--- src/rtl/clk_div_multi_if.sv ---
// Rate-select and divided-clock signals of clk_div_multi.
// master drives select/enable; slave is the divider itself.
interface clk_div_multi_if #(
  parameter int unsigned SEL_W = 2
);
  logic [SEL_W-1:0] sel_in;
  logic             en_in;
  logic             clk_out;
  logic             tick_out;
  logic [SEL_W-1:0] rate_idx;

  modport master (
    output sel_in,
    output en_in,
    input  clk_out,
    input  tick_out,
    input  rate_idx
  );

  modport slave (
    input  sel_in,
    input  en_in,
    output clk_out,
    output tick_out,
    output rate_idx
  );
endinterface

--- src/rtl/clk_div_multi.sv ---
// Switch-selectable 50%-duty clock divider: rate k = BASE_HZ << k, level and tick outputs.
// Rate changes are adopted only at half-period boundaries.
module clk_div_multi #(
  parameter int unsigned CLK_FREQ_HZ = 50000000,
  parameter int unsigned BASE_HZ     = 1,
  parameter int unsigned NUM_RATES   = 4,
  parameter int unsigned SEL_W       = 2
) (
  input  logic           clk_in,
  input  logic           rst,
  clk_div_multi_if.slave bus
);

  function automatic int unsigned hp_of(input int unsigned k);
    return CLK_FREQ_HZ / (2 * (BASE_HZ << k));
  endfunction

  localparam int unsigned HP0   = hp_of(0);
  localparam int unsigned CNT_W = (HP0 > 1) ? $clog2(HP0) : 1;

  if (hp_of(NUM_RATES - 1) < 1) begin : g_bad_hp
    $error("clk_div_multi: fastest rate has a half-period below one clock");
  end
  if ((2 ** SEL_W) < NUM_RATES) begin : g_bad_sel
    $error("clk_div_multi: SEL_W too narrow for NUM_RATES");
  end

  // Terminal count per rate, fixed at elaboration.
  logic [CNT_W-1:0] hp_last [NUM_RATES];
  for (genvar k = 0; k < NUM_RATES; k++) begin : g_hp
    assign hp_last[k] = CNT_W'(hp_of(k) - 1);
  end

  logic [SEL_W-1:0] sel_s1;
  logic [SEL_W-1:0] sel_s2;
  logic [SEL_W-1:0] sel_clamp;
  logic [CNT_W-1:0] cnt;
  logic             clk_q;
  logic             tick_q;
  logic [SEL_W-1:0] rate_q;

  always_comb begin
    sel_clamp = sel_s2;
    if (sel_s2 > SEL_W'(NUM_RATES - 1)) sel_clamp = SEL_W'(NUM_RATES - 1);
  end

  always_ff @(posedge clk_in) begin
    if (rst) begin
      sel_s1 <= '0;
      sel_s2 <= '0;
      cnt    <= '0;
      clk_q  <= 1'b0;
      tick_q <= 1'b0;
      rate_q <= '0;
    end else begin
      sel_s1 <= bus.sel_in;
      sel_s2 <= sel_s1;
      tick_q <= 1'b0;
      if (bus.en_in) begin
        if (cnt == hp_last[rate_q]) begin
          // New rate is latched only here, so the finished half-period ran entirely at the old rate.
          clk_q  <= ~clk_q;
          cnt    <= '0;
          rate_q <= sel_clamp;
          tick_q <= ~clk_q;
        end else begin
          cnt <= cnt + CNT_W'(1);
        end
      end
    end
  end

  assign bus.clk_out  = clk_q;
  assign bus.tick_out = tick_q;
  assign bus.rate_idx = rate_q;

endmodule
--- src/flat_wrapper.sv ---
// flat-port wrapper written by rule: the top's interface ports become plain ports
module clk_div_multi_flat 
#(
  parameter int unsigned CLK_FREQ_HZ = 50000000,
  parameter int unsigned BASE_HZ     = 1,
  parameter int unsigned NUM_RATES   = 4,
  parameter int unsigned SEL_W       = 2
)
  (clk_in, rst, bus_sel_in, bus_en_in, bus_clk_out, bus_tick_out, bus_rate_idx);
  clk_div_multi_if #(.SEL_W(SEL_W)) bus_i ();
  input  logic clk_in;
  input  logic rst;
  input wire logic [$bits(bus_i.sel_in)-1:0] bus_sel_in;
  input wire logic [$bits(bus_i.en_in)-1:0] bus_en_in;
  output wire logic [$bits(bus_i.clk_out)-1:0] bus_clk_out;
  output wire logic [$bits(bus_i.tick_out)-1:0] bus_tick_out;
  output wire logic [$bits(bus_i.rate_idx)-1:0] bus_rate_idx;
  assign bus_i.sel_in = bus_sel_in;
  assign bus_i.en_in = bus_en_in;
  assign bus_clk_out = bus_i.clk_out;
  assign bus_tick_out = bus_i.tick_out;
  assign bus_rate_idx = bus_i.rate_idx;
  clk_div_multi #(.CLK_FREQ_HZ(CLK_FREQ_HZ), .BASE_HZ(BASE_HZ), .NUM_RATES(NUM_RATES), .SEL_W(SEL_W)) u_core (.clk_in(clk_in), .rst(rst), .bus(bus_i));
endmodule
--- config.mk ---
export PLATFORM = sky130hd
export DESIGN_NAME = clk_div_multi_flat
export DESIGN_NICKNAME = d
export VERILOG_FILES = /design/src/rtl/clk_div_multi_if.sv /design/src/rtl/clk_div_multi.sv /design/src/flat_wrapper.sv
export SDC_FILE = /design/constraint.sdc
export NUM_CORES = 1
export LEC_CHECK = 0
export CELL_PAD_IN_SITES_DETAIL_PLACEMENT = 2
export CELL_PAD_IN_SITES_GLOBAL_PLACEMENT = 2
export CORE_ASPECT_RATIO = 1.1
export CORE_UTILIZATION = 35
export DETAILED_ROUTE_END_ITERATION = 8
export GPL_TIMING_DRIVEN = 0
export PLACE_DENSITY = 0.72
export SYNTH_ARGS = -nofsm -noshare
export SYNTH_HDL_FRONTEND = slang
export SYNTH_SLANG_ARGS = --single-unit
--- constraint.sdc ---
create_clock -name clk_in -period 2.2 [get_ports clk_in]
set_input_delay 0.66 -clock clk_in [delete_from_list [all_inputs] [get_ports clk_in]]
set_output_delay 0.66 -clock clk_in [all_outputs]
set_load 0.1 [all_outputs]
==> metrics.yaml, run 1 <==
synth_largest_area_cell: "sky130_fd_sc_hd__dfxtp_1"
route.detailed.drc: 0
wire_length_of_the_first_global_routing_pass_mm: 8.38
cts_tree: "built"
totalPowerFinal_mw: 1.15
grt.total_usage_pct: 19.9
worst_clock_skew_ps: 7.00
gp_routability_congestion: 0.833
fp.dieH_um: 77.3
drt-pass1-iter-count: 4
io-pin-count: 9
path_buf_inv: 1
crit_slowest_cell: "sky130_fd_sc_hd__dlygate4sd2_1"
count_of_state_elements_after_synthesis: 33
synth.top_cells.by_count: "sky130_fd_sc_hd__dfxtp_1 (33), sky130_fd_sc_hd__nor3_1 (19), sky130_fd_sc_hd__xor2_1 (17)"
cap_viol_max_count: 0
grt_overflow_total: 0
syn_nets: 200
synth_enable_flop_cells: 0
synthesis.area_um2: 1800
fp.dieArea_um2: 5450
antenna_violating_nets_post_route: 0
cts-root-to-sink-buffers: 2
antenna-diode-count: 0
total_via_count_after_detailed_routing: 1477
clock-sinks: 33
worst_pin_slew_ps: 961
rows: 27
slew-limit-headroom_pct: 36.2
worst_skew_pair.late_latency_ps: 290
timing.final.hold_violations: 0
final_layout_size_suffix_gt1_share_pct: 18.5
die_width_um: 70.5
clkSlewWorstSetupHoldPaths_ps: 60
synth_largest_type_area_fraction_pct: 36.6
dominantRegCellSynth: "sky130_fd_sc_hd__dfxtp_1"
first_global_vias: 1650
synthCells: 194
slew_viol_final: 0
endpoint_kind: "output port"
critPathKind: "flip-flop to output port"
unrepaired_setup_endpoints_after_global_routing: "false"
dr.first_iter.drc_count: 32
worstPathCellList: "dlygate4sd2_1"
irDropWorstVdd_uv: 295
final.min_clock_period_ps: 2140
critical_path.top_delay_family: "buffers and inverters"
synth_most_common_cell: "sky130_fd_sc_hd__dfxtp_1"
final_worst_path_period_share_pct: 97.2
fmax_mhz: 468
worst_hold_path_type: "flip-flop to flip-flop"
share_of_the_core_filled_with_cells_pct: 41.7
start_util_pct: 36.3
netlist_top_cells_area: "sky130_fd_sc_hd__dfxtp_1 (37%), sky130_fd_sc_hd__xor2_1 (8.3%), sky130_fd_sc_hd__nor3_2 (5.5%)"
antenna_found_initial: 0
worst_ep_arrival_time_ps: 1480
post_drt_wl_per_cell_um: 18.5
htreeDepth: 2
cts_buffers: 5
critPathLaunchType: "flip-flop"
ys.warnings.count: 0
clock-root-buffer: "sky130_fd_sc_hd__clkbuf_8"
setup_tns_ps: 0
p_leak_nw: 0.726
wirelength_mm: 4.97
status: "complete, no violations"
port_buffers: 6
detailed_place_hpwl_mm: 3.62
ys_seq_area_share_pct: 36.6
synth_async_sr_flop_share_pct: 0
synthToLayoutAreaGrowth_pct: 14.8
synthesis.area_per_instance_um2: 9.30
design.core.area_um2: 4970
hold-worst-slack_ps: 457
vias_per_cell: 5.49
yosysUniqueCellTypes: 41
setup_violations: 0
cp_slowest_stage_delay_ps: 860
required_ps: 1540
crit_path_max_fanout: 2
power.density_nw_per_um2: 554
grt_max_degree: 11
fin_nets: 216
what timing repair did:
item / CTS / global route
pin swaps: 1 / 0
resized for setup: 8 / 2
setup endpoints to repair: 25 / 8
endpoints found under the hold margin: 0 / 0
hold buffers: 0 / 0
setup buffers: 3 / 0
flip-flops by register name, summed over array words and instances, names as in the netlist:
register / flops
u_core.cnt: 25
u_core.sel_s1: 2
u_core.sel_s2: 2
u_core.bus.clk_out: 1
u_core.bus.rate_idx: 2
u_core.bus.tick_out: 1
report_power, final:
group,internal [mW],switching [mW],total (mW)
clock network,0.283,0.221,0.503
logic,0.0141,0.0206,0.0347
registers,0.605,0.00455,0.609
total,0.901,0.246,1.15
metal layers:
metal  vias up  share of wire [%]  track usage [%]
met5         -                  0                0
met4         0                1.1             6.00
met3         7                2.3             3.55
met2        13                 50             34.7
met1       733                 46             24.7
li1        724                  -                -
logic make-up after synthesis:
family                   after synthesis  share of synthesized area, %
AO/OA/AOI/OAI                         15                          6.31
AND/OR/NAND/NOR                      102                          37.0
flip-flops                            33                          36.6
adder cells (fa/ha/maj)                1                         0.693
multiplexers                           4                          2.50
XOR/XNOR                              24                          11.7
buffers and inverters                 15                          5.27
path summary, 6_finish.rpt:
check | slack [ps] | startpoint | depth (start not counted) | end
min | 460 | u_core.sel_s2[0] | 2 | u_core.bus.rate_idx[0]
min reg2reg | 460 | u_core.sel_s2[0] | 2 | u_core.bus.rate_idx[0]
max reg2reg | 140 | u_core.bus.rate_idx[1] | 9 | u_core.cnt[5]
max | 60 | u_core.bus.rate_idx[1] | 1 | bus_rate_idx[1]
cells in the final DEF (no fill, tap or decap), drive strengths merged, types with 2 or more instances in the layout:
cell type and count:
nor4b 2, nand4b 2, xnor2 7, o21ai 3
nand2b 5, clkdlybuf4s50 2, inv 4, and4 3
and3 3, nor2b 9, clkbuf 14, mux2i 3
a22oi 2, dlygate4sd2 2, a21oi 5, nand3 10
nor3 29, or2 2, nand4 11, nor2 7
dfxtp 33, nand2 11, xor2 17, nand3b 2
buf 8
final cells by class:
type	instances	area (µm²)
fill	546	2900
multi-input combinational	146	1060
sequential	33	663
clock buffer	7	96.3
buffer	11	80.1
timing repair buffer	9	76.3
tap	58	72.6
inverter	4	15.0
clock inverter	1	5.00
per-stage QoR:
step                setup WS, ps  cells  cell area [µm²]
global placement            -335    258             1940
floorplan                   11.9    194             1810
finish                      62.3    269             2070
CTS                         1.80    269             2070
detailed placement          -397    258             1940
global route                6.33    269             2070
worst reg2reg max path, delay by kind of cell (launching register included):
family | cells | cell delay [ps]
DFF | 1 | 330
and+or+nand+nor | 5 | 970
buffers and inverters | 4 | 630
Power figures use the tool's default switching activity.
==> run 2: changes to the inputs <==
- CORE_ASPECT_RATIO: 1.1 -> not set
- TNS_END_PERCENT: not set -> 1
- clock period: 2.2 -> 2.12 ns (I/O delays scaled with it)
==> run 2 against run 1 <==
Die area hardly changed. Power is 23% higher. Count of clock-buffer cells in the layout is 2 lower. Via count is 3.9% higher. Critical path type unchanged. Hold slack worse by 14 ps. Largest cell class unchanged. Non-clock buffer count is 1 lower. Register-to-register slack hardly changed. Global-route usage is 2.0 points higher. Sequential power is 3.4% higher.
==> metrics.yaml, run 2 (synthesis results as in run 1) <==
status: "complete, no violations"
detailed_place_hpwl_mm: 3.71
worstReg2RegEnd: "u_core.cnt[11]"
post_cts_hold_buffer_count: 0
post_drt_wl_per_cell_um: 20.0
cts-root-to-sink-buffers: 2
antenna_found_initial: 0
gp_routability_congestion: 0.762
cts_tree: "built"
hold_path_startpoint: "u_core.sel_s1[0]"
vias_per_cell: 5.54
worst_ep_arrival_time_ps: 1430
power.density_nw_per_um2: 653
cap_viol_max_count: 0
rows: 25
critPathKind: "flip-flop to output port"
required_ps: 1480
max_flop_register: "u_core.cnt"
final_common_cell: "sky130_fd_sc_hd__dfxtp_1"
grt.total_usage_pct: 22.0
fin_nets: 215
start_util_pct: 37.2
irDropWorstVdd_uv: 439
drt-pass1-iter-count: 4
slew_viol_final: 0
wirelength_mm: 5.54
reg2regPathDepth: 9
worst_hold_path_type: "flip-flop to flip-flop"
critPathLaunchType: "flip-flop"
largest_reg_flops: 25
clock-root-buffer: "sky130_fd_sc_hd__clkbuf_8"
timing.final.hold_violations: 0
worst_clock_skew_ps: 12.1
route.detailed.drc: 0
crit_slowest_cell: "sky130_fd_sc_hd__clkdlybuf4s15_1"
fmax_mhz: 483
path_buf_inv: 1
r2r_slack_ps: 130
layout.filler_cells: 529
layout.cells.most_common_list: "sky130_fd_sc_hd__dfxtp_1 (26), sky130_fd_sc_hd__xor2_1 (17), sky130_fd_sc_hd__nor3_1 (17)"
die_width_um: 73.8
wire_length_of_the_first_global_routing_pass_mm: 8.69
fp.dieArea_um2: 5450
setup_violations: 0
antenna-diode-count: 0
synthToLayoutAreaGrowth_pct: 20.1
grt_overflow_total: 0
share_of_the_core_filled_with_cells_pct: 44.7
endpoint_kind: "output port"
fp.dieH_um: 73.8
final.min_clock_period_ps: 2070
worstPathCellList: "clkdlybuf4s15_1"
slew-limit-headroom_pct: 36.8
htreeDepth: 2
grt_max_degree: 13
worst_skew_pair.late_latency_ps: 300
cp_slowest_stage_delay_ps: 820
final_layout_size_suffix_gt1_share_pct: 23.3
worstHoldPathCells: 1
cts_buffers: 5
final_worst_path_period_share_pct: 97.6
antenna_violating_nets_post_route: 0
worstHoldEndpoint: "u_core.sel_s2[0]"
totalPowerFinal_mw: 1.41
clock-sinks: 33
total_via_count_after_detailed_routing: 1535
worst_pin_slew_ps: 952
dr.first_iter.drc_count: 69
io-pin-count: 9
port_buffers: 6
critical_path.top_delay_family: "buffers and inverters"
first_global_vias: 1622
design.core.area_um2: 4850
crit_path_max_fanout: 1
timing.rr.start: "u_core.bus.rate_idx[1]"
p_leak_nw: 0.731
unrepaired_setup_endpoints_after_global_routing: "false"
clkSlewWorstSetupHoldPaths_ps: 80
==> run 2: changes by cell type in the layout (fill, tap and decap cells not counted), sizes merged, moves of 2 or more <==
cell / previous run / this run
clkbuf: 14 / 12
bufinv: 0 / 2
clkdlybuf4s15: 1 / 3
dlygate4sd2: 2 / 0
==> run 2: how the worst max path moves through the flow <==
stage,startpoint,depth (start not counted),end
global route,u_core.cnt[16],7,u_core.cnt[11]
global placement,bus_en_in,6,u_core.cnt[24]
finish,u_core.bus.tick_out,1,bus_tick_out
floorplan,u_core.bus.rate_idx[0],6,u_core.bus.clk_out
CTS,u_core.bus.rate_idx[1],8,u_core.cnt[11]
detailed placement,bus_en_in,6,u_core.cnt[19]
==> run 2: timing repair <==
item,CTS,global route
endpoints found under the hold margin,0,0
gates resized for setup,20,6
endpoints found under the setup margin,26,23
buffers inserted,0,2
pin swaps,10,0
==> run 2: per-stage QoR <==
stage / cell area, µm² / TNS [ps] / worst slack [ps] / hold slack (ps) / instances
3_5_place_dp: 1950 / -6790 / -490 / 426 / 267
6_report: 2170 / 0 / 50.5 / 443 / 277
4_1_cts: 2150 / -221 / -40.4 / 446 / 275
2_1_floorplan: 1810 / 0 / 31.0 / 414 / 194
3_3_place_gp: 1950 / -5850 / -395 / 422 / 267
5_1_grt: 2170 / 0 / 1.65 / 461 / 277
==> run 2: per-layer routing <==
metal | vias to the layer above | track usage, % | routed length (µm)
met5 | - | 0 | 0
met4 | 0 | 7.91 | 90
met3 | 8 | 6.31 | 178
met2 | 30 | 36.3 | 2770
met1 | 774 | 27.1 | 2500
li1 | 723 | - | -
==> run 2: area by class of cell <==
type                            count  area [µm²]  share of cell area (%)
Sequential cell                    33         672                    31.0
Clock buffer                        5        68.8                    3.18
Inverter                            4        15.0                   0.693
Multi-Input combinational cell    146        1100                    50.8
Tap cell                           67        83.8                    3.87
Clock inverter                      3        68.8                    3.18
Timing Repair Buffer                8        72.6                    3.35
Buffer                             11        85.1                    3.93
==> run 2: where the power goes <==
group / leakage, nW / switching, mW / internal [mW]
clock network: 0.0687 / 0.273 / 0.474
registers: 0.271 / 0.00480 / 0.625
logic: 0.391 / 0.0221 / 0.0146
total: 0.731 / 0.300 / 1.11
==> run 3: changes to the inputs <==
- SKIP_CTS_REPAIR_TIMING: not set -> 1
==> run 3 against run 2 <==
First-iteration DRC count increased by 25%. Sequential cell count unchanged. Critical path depth increased by 5. Hold slack about the same. Clock power up 0.5%. Setup slack got worse by 110 ps. Sequential power hardly changed. Non-clock buffer count fell by 2. Highest routed layer unchanged. Final area is 2.2% lower. Clock skew is essentially flat. The flow now finishes with violations (setup timing). Combinational power is essentially flat. Via count fell by 3.1%. Critical path type is now flip-flop to flip-flop.
==> metrics.yaml, run 3 (synthesis results as in run 1) <==
status: "finished, violations left"
failed_checks: "setup timing"
worst_skew_pair.late_latency_ps: 300
worst_pin_slew_ps: 973
worst_ep_arrival_time_ps: 2330
detailed_place_hpwl_mm: 3.71
timing.rr.start: "u_core.cnt[20]"
post_drt_wl_per_cell_um: 19.7
totalPowerFinal_mw: 1.42
final_worst_path_period_share_pct: 103
antenna_found_initial: 0
power.density_nw_per_um2: 669
clock-sinks: 33
unrepaired_setup_endpoints_after_global_routing: "true"
max_flop_register: "u_core.cnt"
cts-root-to-sink-buffers: 2
rows: 25
slew_viol_final: 0
htreeDepth: 2
antenna_violating_nets_post_route: 0
critPathLaunchType: "flip-flop"
total_via_count_after_detailed_routing: 1488
final_layout_size_suffix_gt1_share_pct: 21.2
largest_reg_flops: 25
worst_hold_path_type: "flip-flop to flip-flop"
crit_path_max_fanout: 10
placedCellCount: 267
finalNonFillerCells: 275
fp.dieH_um: 73.8
fmax_mhz: 459
setup_violations: 20
dr.first_iter.drc_count: 86
layout.cells.most_common_list: "sky130_fd_sc_hd__dfxtp_1 (26), sky130_fd_sc_hd__xor2_1 (17), sky130_fd_sc_hd__nor3_1 (17)"
wire_length_of_the_first_global_routing_pass_mm: 8.53
worst_clock_skew_ps: 12.0
die_width_um: 73.8
clkSlewWorstSetupHoldPaths_ps: 80
startpoint_of_the_worst_setup_timing_path: "u_core.cnt[20]"
irDropWorstVdd_uv: 439
timing.final.hold_violations: 0
slew-limit-headroom_pct: 35.0
endpoint_kind: "flip-flop"
postLayoutSetupSlackWorst_ps: -59.4
antenna-diode-count: 0
required_ps: 2270
worstHoldPathCells: 1
cts_buffers: 5
design.core.area_um2: 4850
cts_tree: "built"
gp_routability_congestion: 0.762
reg2regPathDepth: 6
fin_nets: 213
grt.total_usage_pct: 21.5
vias_per_cell: 5.41
first_global_vias: 1588
port_buffers: 6
final_common_cell: "sky130_fd_sc_hd__dfxtp_1"
grt_max_degree: 13
final.min_clock_period_ps: 2180
cap_viol_max_count: 0
grt_overflow_total: 0
critPathKind: "flip-flop to flip-flop"
p_leak_nw: 0.751
start_util_pct: 37.2
route.detailed.drc: 0
fp.dieArea_um2: 5450
wirelength_mm: 5.41
synthToLayoutAreaGrowth_pct: 17.5
clock-root-buffer: "sky130_fd_sc_hd__clkbuf_8"
io-pin-count: 9
drt-pass1-iter-count: 4
hold_path_startpoint: "u_core.sel_s1[0]"
run 3: routing by layer:
metal / GRT usage [%] / up-vias / routed length (µm)
li1: - / 716 / -
met1: 26.6 / 746 / 2480
met2: 36.4 / 18 / 2700
met3: 5.90 / 8 / 157
met4: 6.20 / 0 / 75
met5: 0 / - / 0
run 3: worst paths after layout:
path / end / slack (ps)
worst max-delay path: u_core.cnt[11] / -60
worst min-delay path: u_core.sel_s2[0] / 440
worst max register to register: u_core.cnt[11] / -60
worst min register to register: u_core.sel_s2[0] / 440
run 3: metrics by stage:
step	cell area [µm²]	TNS (ps)	worst slack, ps	util (%)	hold WS, ps
after floorplan	1810	0	31.0	-	414
after global placement	1950	-5850	-395	40.3	422
after detailed placement	1950	-6790	-490	40.3	426
after CTS	2090	-4850	-428	43.1	446
after global routing	2120	-2040	-132	43.7	461
final	2120	-588	-59.4	43.7	443
run 3: worst max-delay path: stages (launching register included):
cell                       delay (ps)
sky130_fd_sc_hd__dfxtp_1          400
sky130_fd_sc_hd__nand2b_1         190
sky130_fd_sc_hd__a21o_1           220
sky130_fd_sc_hd__a221o_1          350
sky130_fd_sc_hd__nor4b_4          570
sky130_fd_sc_hd__buf_6            250
sky130_fd_sc_hd__nor3_2            60
run 3: where the power goes:
| part | total (mW) | internal [mW] | leakage, nW | switching [mW] |
|---|---|---|---|---|
| clock | 0.751 | 0.474 | 0.0687 | 0.278 |
| combinational | 0.0366 | 0.0146 | 0.411 | 0.0220 |
| sequential | 0.630 | 0.626 | 0.271 | 0.00478 |
| total | 1.42 | 1.11 | 0.751 | 0.304 |
run 3: final cells by class:
type | count | area (µm²)
Buffer | 11 | 85.1
Timing Repair Buffer | 6 | 55.1
Clock buffer | 5 | 68.8
Fill cell | 535 | 2730
Multi-Input combinational cell | 146 | 1070
Tap cell | 67 | 83.8
Sequential cell | 33 | 672
Clock inverter | 3 | 68.8
Inverter | 4 | 15.0
